--- src/rtl/cnn_pkg.sv ---
`default_nettype none
// ============================================================================
// Module   : cnn_pkg
// Shared feature-map geometry and channel vector type for the CNN datapath.
// Revision : 1.0
// ============================================================================
package cnn_pkg;

    localparam int CONV1_OUT_W = 26;
    localparam int CONV1_OUT_H = 26;
    localparam int CONV1_CH    = 8;
    localparam int POOL1_OUT_W = 13;
    localparam int POOL1_OUT_H = 13;

    typedef logic [CONV1_CH-1:0] ch_vec_t;

endpackage : cnn_pkg
`default_nettype wire

--- src/rtl/maxpool1_linebuf.sv ---
`default_nettype none
// ============================================================================
// Module   : maxpool1_linebuf
// One-row store of horizontally pooled pairs: DEPTH x CH registers,
// one write port and one combinational read port.
// Revision : 1.0
// ============================================================================
module maxpool1_linebuf #(
    parameter int DEPTH  = 13,
    parameter int CH     = 8,
    parameter int ADDR_W = 4
) (
    input  logic              clk,
    input  logic              rst,
    input  logic              i_wr_en,
    input  logic [ADDR_W-1:0] i_wr_addr,
    input  logic [CH-1:0]     i_wr_data,
    input  logic [ADDR_W-1:0] i_rd_addr,
    output logic [CH-1:0]     o_rd_data
);

    localparam logic [ADDR_W:0] c_depth = (ADDR_W+1)'(DEPTH);

    logic [CH-1:0] r_mem [DEPTH];

    always_ff @(posedge clk or posedge rst) begin
        if (rst) begin
            for (int i = 0; i < DEPTH; i++) begin
                r_mem[i] <= '0;
            end
        end else if (i_wr_en) begin
            r_mem[i_wr_addr] <= i_wr_data;
        end
    end

    // The trailing column of an odd-width map addresses one past the end.
    assign o_rd_data = ({1'b0, i_rd_addr} < c_depth) ? r_mem[i_rd_addr] : '0;

endmodule : maxpool1_linebuf
`default_nettype wire

--- src/rtl/maxpool1_layer.sv ---
`default_nettype none
// ============================================================================
// Module   : maxpool1_layer
// 2x2 stride-2 binary max-pool (per-channel OR) after conv layer 1.
// Optional macro MAXPOOL1_FRAME_DONE_EN adds a frame_done pulse output.
// Revision : 1.0
// ============================================================================
module maxpool1_layer
    import cnn_pkg::*;
#(
    parameter int WIDTH  = CONV1_OUT_W,
    parameter int HEIGHT = CONV1_OUT_H,
    parameter int CH     = CONV1_CH
) (
    input  logic          clk,
    input  logic          rst,
    input  logic [CH-1:0] conv1_in,
    input  logic          valid_in,
    output logic [CH-1:0] pool1_out,
    output logic          valid_out_pool1
`ifdef MAXPOOL1_FRAME_DONE_EN
    ,
    output logic          frame_done
`endif
);

    localparam int c_col_w  = $clog2(WIDTH);
    localparam int c_row_w  = $clog2(HEIGHT);
    localparam int c_depth  = WIDTH / 2;
    localparam int c_addr_w = (c_depth > 1) ? $clog2(c_depth) : 1;

    localparam logic [c_col_w-1:0] c_col_last = c_col_w'(WIDTH - 1);
    localparam logic [c_row_w-1:0] c_row_last = c_row_w'(HEIGHT - 1);

    logic [c_col_w-1:0]  r_col_cnt;
    logic [c_row_w-1:0]  r_row_cnt;
    logic [CH-1:0]       r_h_reg;
    logic [CH-1:0]       w_buf_rd;
    logic [c_addr_w-1:0] w_pair_idx;
    logic                w_buf_wr;
    logic                w_window_done;

    assign w_pair_idx    = c_addr_w'(r_col_cnt >> 1);
    assign w_buf_wr      = valid_in &  r_col_cnt[0] & ~r_row_cnt[0];
    assign w_window_done = valid_in &  r_col_cnt[0] &  r_row_cnt[0];

    maxpool1_linebuf #(
        .DEPTH  (c_depth),
        .CH     (CH),
        .ADDR_W (c_addr_w)
    ) u_linebuf (
        .clk       (clk),
        .rst       (rst),
        .i_wr_en   (w_buf_wr),
        .i_wr_addr (w_pair_idx),
        .i_wr_data (r_h_reg | conv1_in),
        .i_rd_addr (w_pair_idx),
        .o_rd_data (w_buf_rd)
    );

    always_ff @(posedge clk or posedge rst) begin
        if (rst) begin
            r_col_cnt       <= '0;
            r_row_cnt       <= '0;
            r_h_reg         <= '0;
            pool1_out       <= '0;
            valid_out_pool1 <= 1'b0;
        end else begin
            valid_out_pool1 <= w_window_done;
            if (w_window_done) begin
                pool1_out <= r_h_reg | conv1_in | w_buf_rd;
            end
            if (valid_in) begin
                if (!r_col_cnt[0]) begin
                    r_h_reg <= conv1_in;
                end
                if (r_col_cnt == c_col_last) begin
                    r_col_cnt <= '0;
                    r_row_cnt <= (r_row_cnt == c_row_last) ? '0 : r_row_cnt + 1'b1;
                end else begin
                    r_col_cnt <= r_col_cnt + 1'b1;
                end
            end
        end
    end

`ifdef MAXPOOL1_FRAME_DONE_EN
    // Last window closes on the final odd row/column; trailing odd lines never form one.
    localparam logic [c_col_w-1:0] c_col_win_last = c_col_w'(2 * (WIDTH / 2) - 1);
    localparam logic [c_row_w-1:0] c_row_win_last = c_row_w'(2 * (HEIGHT / 2) - 1);

    always_ff @(posedge clk or posedge rst) begin
        if (rst) begin
            frame_done <= 1'b0;
        end else begin
            frame_done <= w_window_done
                          && (r_col_cnt == c_col_win_last)
                          && (r_row_cnt == c_row_win_last);
        end
    end
`endif

endmodule : maxpool1_layer
`default_nettype wire
--- config.mk ---
export PLATFORM = sky130hd
export DESIGN_NAME = maxpool1_layer
export DESIGN_NICKNAME = d
export VERILOG_FILES = /design/src/rtl/cnn_pkg.sv /design/src/rtl/maxpool1_linebuf.sv /design/src/rtl/maxpool1_layer.sv
export SDC_FILE = /design/constraint.sdc
export NUM_CORES = 1
export LEC_CHECK = 0
export ABC_AREA = 1
export CAP_MARGIN = 25
export CORE_AREA = 2 2 113 197
export DETAILED_ROUTE_END_ITERATION = 7
export DIE_AREA = 0 0 115 199
export SYNTH_ARGS = -nofsm -noshare
export SYNTH_HDL_FRONTEND = slang
export SYNTH_HIERARCHICAL = 1
export SYNTH_SLANG_ARGS = --single-unit
--- constraint.sdc ---
create_clock -name clk -period 5.81 [get_ports clk]
set_input_delay 1.743 -clock clk [delete_from_list [all_inputs] [get_ports clk]]
set_output_delay 1.743 -clock clk [all_outputs]
set_load 0.03 [all_outputs]
==> out/qor.yml <==
status: "completed"
drive_gt1_share_pct: 7.06
largest_reg_flops: 104
ys_types: 28
crit_path_max_incr_delay_ps: 750
cts_setup_buffers: 0
avgSynthCellArea_um2: 7.81
gp_congestion: 0.820
synth_top_family_by_area: "simple AND/OR/NAND/NOR gates"
drt.antenna.violating_nets: 0
synth_fa_ha_area_share_pct: 0.793
postPlaceCellArea_um2: 6670
min_period_ps: 4160
yosys-top-cells-area: "dfrtp_1, nand2_1, o21ai_0, nand3_1, inv_1"
final_max_slew_viol_count: 0
hold_viol_final: 0
insertion_delay_ps: 420
rsz0062_at_grt: "false"
setup_tns_ps: 0
clock-root-buffer: "clkbuf_16"
drc: 0
cts_buffers: 17
synth_commonest_cells: "nand2_1, dfrtp_1, o21ai_0"
ys_ff_latch: 131
final-setup-viol-count: 0
synth.largest_area_cell: "dfrtp_1"
dp_slack_ps: 1310
syn_nets: 823
ctsHtreeMaxLevel: 4
dp.cells: 1045
path_common_cell: "nand2_1"
yosysWarnings: 6
crit_family: "simple AND/OR/NAND/NOR gates"
antenna_found_initial: 0
period_share_pct: 71.5
drt-total-wl_um: 16200
cts_resized: 0
synth-edff-count: 0
vdd_ir_drop_max_mv: 0.236
worstPathCellList: "clkdlybuf4s50_1 > nand2_1 > nor2_1 > inv_1 > nor3_4 > nand2_1 > o21ai_0"
clockBufferDepth: 2
async_flop_share_pct: 100
area_growth_pct: 14.6
synthXorXnorAreaFrac_pct: 0.139
clk_pin_slew_ps: 60
holdBufCountCts: 0
worst_slack_ps: 1650
powerDensity_nw_per_um2: 562
worstPathArrival_ps: 4480
crit_type: "in2reg"
dp_hpwl_um: 10800
gr-total-overflow: 0
syn_area_um2: 6310
die_h_um: 199
clock-sinks: 131
drt-initial-drc-count: 391
yosys.area_share.simple_pct: 27.1
rows: 71
firstDrtPassIters: 5
grt_usage_pct: 15.2
grt_pass1_vias: 5028
cts_tree: "done"
routed_via_density: 4.77
critPathLaunchType: "input port"
hold_path_class: "reg2reg"
netlist.area_leader.share_pct: 51.9
grt_first_pass_wirelength_um: 26900
syn_inst: 808
max_freq_ghz: 0.241
p_leak_uw: 0.00353
slowest_stage: "clkdlybuf4s50_1"
routedWlPerCell_um: 15.1
synth-main-ff-cell: "dfrtp_1"
grt_max_degree: 61
fillers: 2232
maxSlewHeadroom_pct: 40.4
coreArea_um2: 21300
finalNetCount: 824
drv_cap: 0
cp-end-kind: "register"
synth-compound-area-share_pct: 11.7
yosysMostFrequentCell: "nand2_1"
worst_pin_slew_ps: 893
cp.buffers_inverters: 2
synth-seq-area-share_pct: 51.9
ios: 20
worstPathMaxFanout: 16
io_buffers: 19
die_area_um2: 22900
die_w_um: 115
antenna_cells: 0
final_area_um2: 7240
skew_ps: 10.1
fin_cells: 1077
vias: 5142
utilization_pct: 33.9
synthMuxAreaShare_pct: 0
initial_utilization_pct: 29.6
worstPathRequired_ps: 6130
## metrics by stage
stage,hold WS (ps),total power (uW)
after floorplan,434,2600
after global placement,447,3020
after detailed placement,452,3050
after CTS,466,4090
after global routing,495,4400
final,467,4070
## final timing paths
kind	start	to	slack, ps	cells after the start
min in group asynchronous	rst	r_h_reg[4]$_DFFE_PP0P_	1650	2
max reg2reg	r_col_cnt[0]$_DFFE_PP0P_	u_linebuf/r_mem[28]$_DFFE_PP0P_	3410	6
max in group asynchronous	rst	u_linebuf/r_mem[31]$_DFFE_PP0P_	3140	3
max	valid_in	u_linebuf/r_mem[28]$_DFFE_PP0P_	1650	7
min	r_h_reg[7]$_DFFE_PP0P_	r_h_reg[7]$_DFFE_PP0P_	470	2
min reg2reg	r_h_reg[7]$_DFFE_PP0P_	r_h_reg[7]$_DFFE_PP0P_	470	2
## cells by family (layout without fill, tap and decap cells)
kind of cell,count (synthesis),count (layout)
buffers and inverters,123,137
and+or+nand+nor,403,403
DFF,131,131
adders and majority gates,4,4
xor gates and xnor gates,1,1
AOI/OAI and AO/OA,146,146
## worst reg2reg max path: cells and delay by family (launching register included)
family | cells | cell delay, ps
simple gates | 4 | 1390
flops | 1 | 410
compound gates | 1 | 320
buf+inv | 1 | 170
## cell usage in the layout, fill, tap and decap left out, types with 2 or more instances in the layout
cell type | Yosys | layout
nand2_1 | 274 | 274
dfrtp_1 | 131 | 130
o21ai_0 | 123 | 123
nand3_1 | 77 | 77
inv_1 | 77 | 76
nor2_1 | 29 | 29
clkdlybuf4s50_1 | 0 | 19
clkbuf_16 | 0 | 17
a21oi_1 | 13 | 13
or2_2 | 8 | 8
o21ai_1 | 6 | 6
buf_4 | 3 | 6
clkinvlp_4 | 0 | 5
nand4_1 | 4 | 4
ha_1 | 4 | 4
inv_6 | 0 | 4
o211ai_1 | 3 | 3
nand2_4 | 2 | 2
nor2_4 | 2 | 2
nor3_4 | 2 | 2
clkinv_4 | 0 | 2
nor2_2 | 2 | 2
## where the power goes
part,switching (uW),internal (uW)
registers,216,1300
logic,1020,500
clock network,427,605
total,1660,2410
## metal layers
| metal | vias to the layer above | track usage (%) | wire length, um |
|---|---|---|---|
| met3 | 36 | 2.74 | 504 |
| met1 | 2419 | 17.0 | 6690 |
| met4 | 0 | 8.30 | 687 |
| met2 | 115 | 26.9 | 8330 |
| li1 | 2572 | - | - |
| met5 | - | 0 | 0 |
## layout make-up
cell class / instances / area, um2 / share of cell area (%)
clock buffer: 19 / 443 / 6.12
clock inverter: 13 / 125 / 1.73
inverter: 79 / 299 / 4.13
multi-input combinational: 554 / 2510 / 34.7
sequential: 131 / 3280 / 45.3
tap: 255 / 319 / 4.41
timing repair buffer: 26 / 263 / 3.63
(Power assumes the default switching activity.)
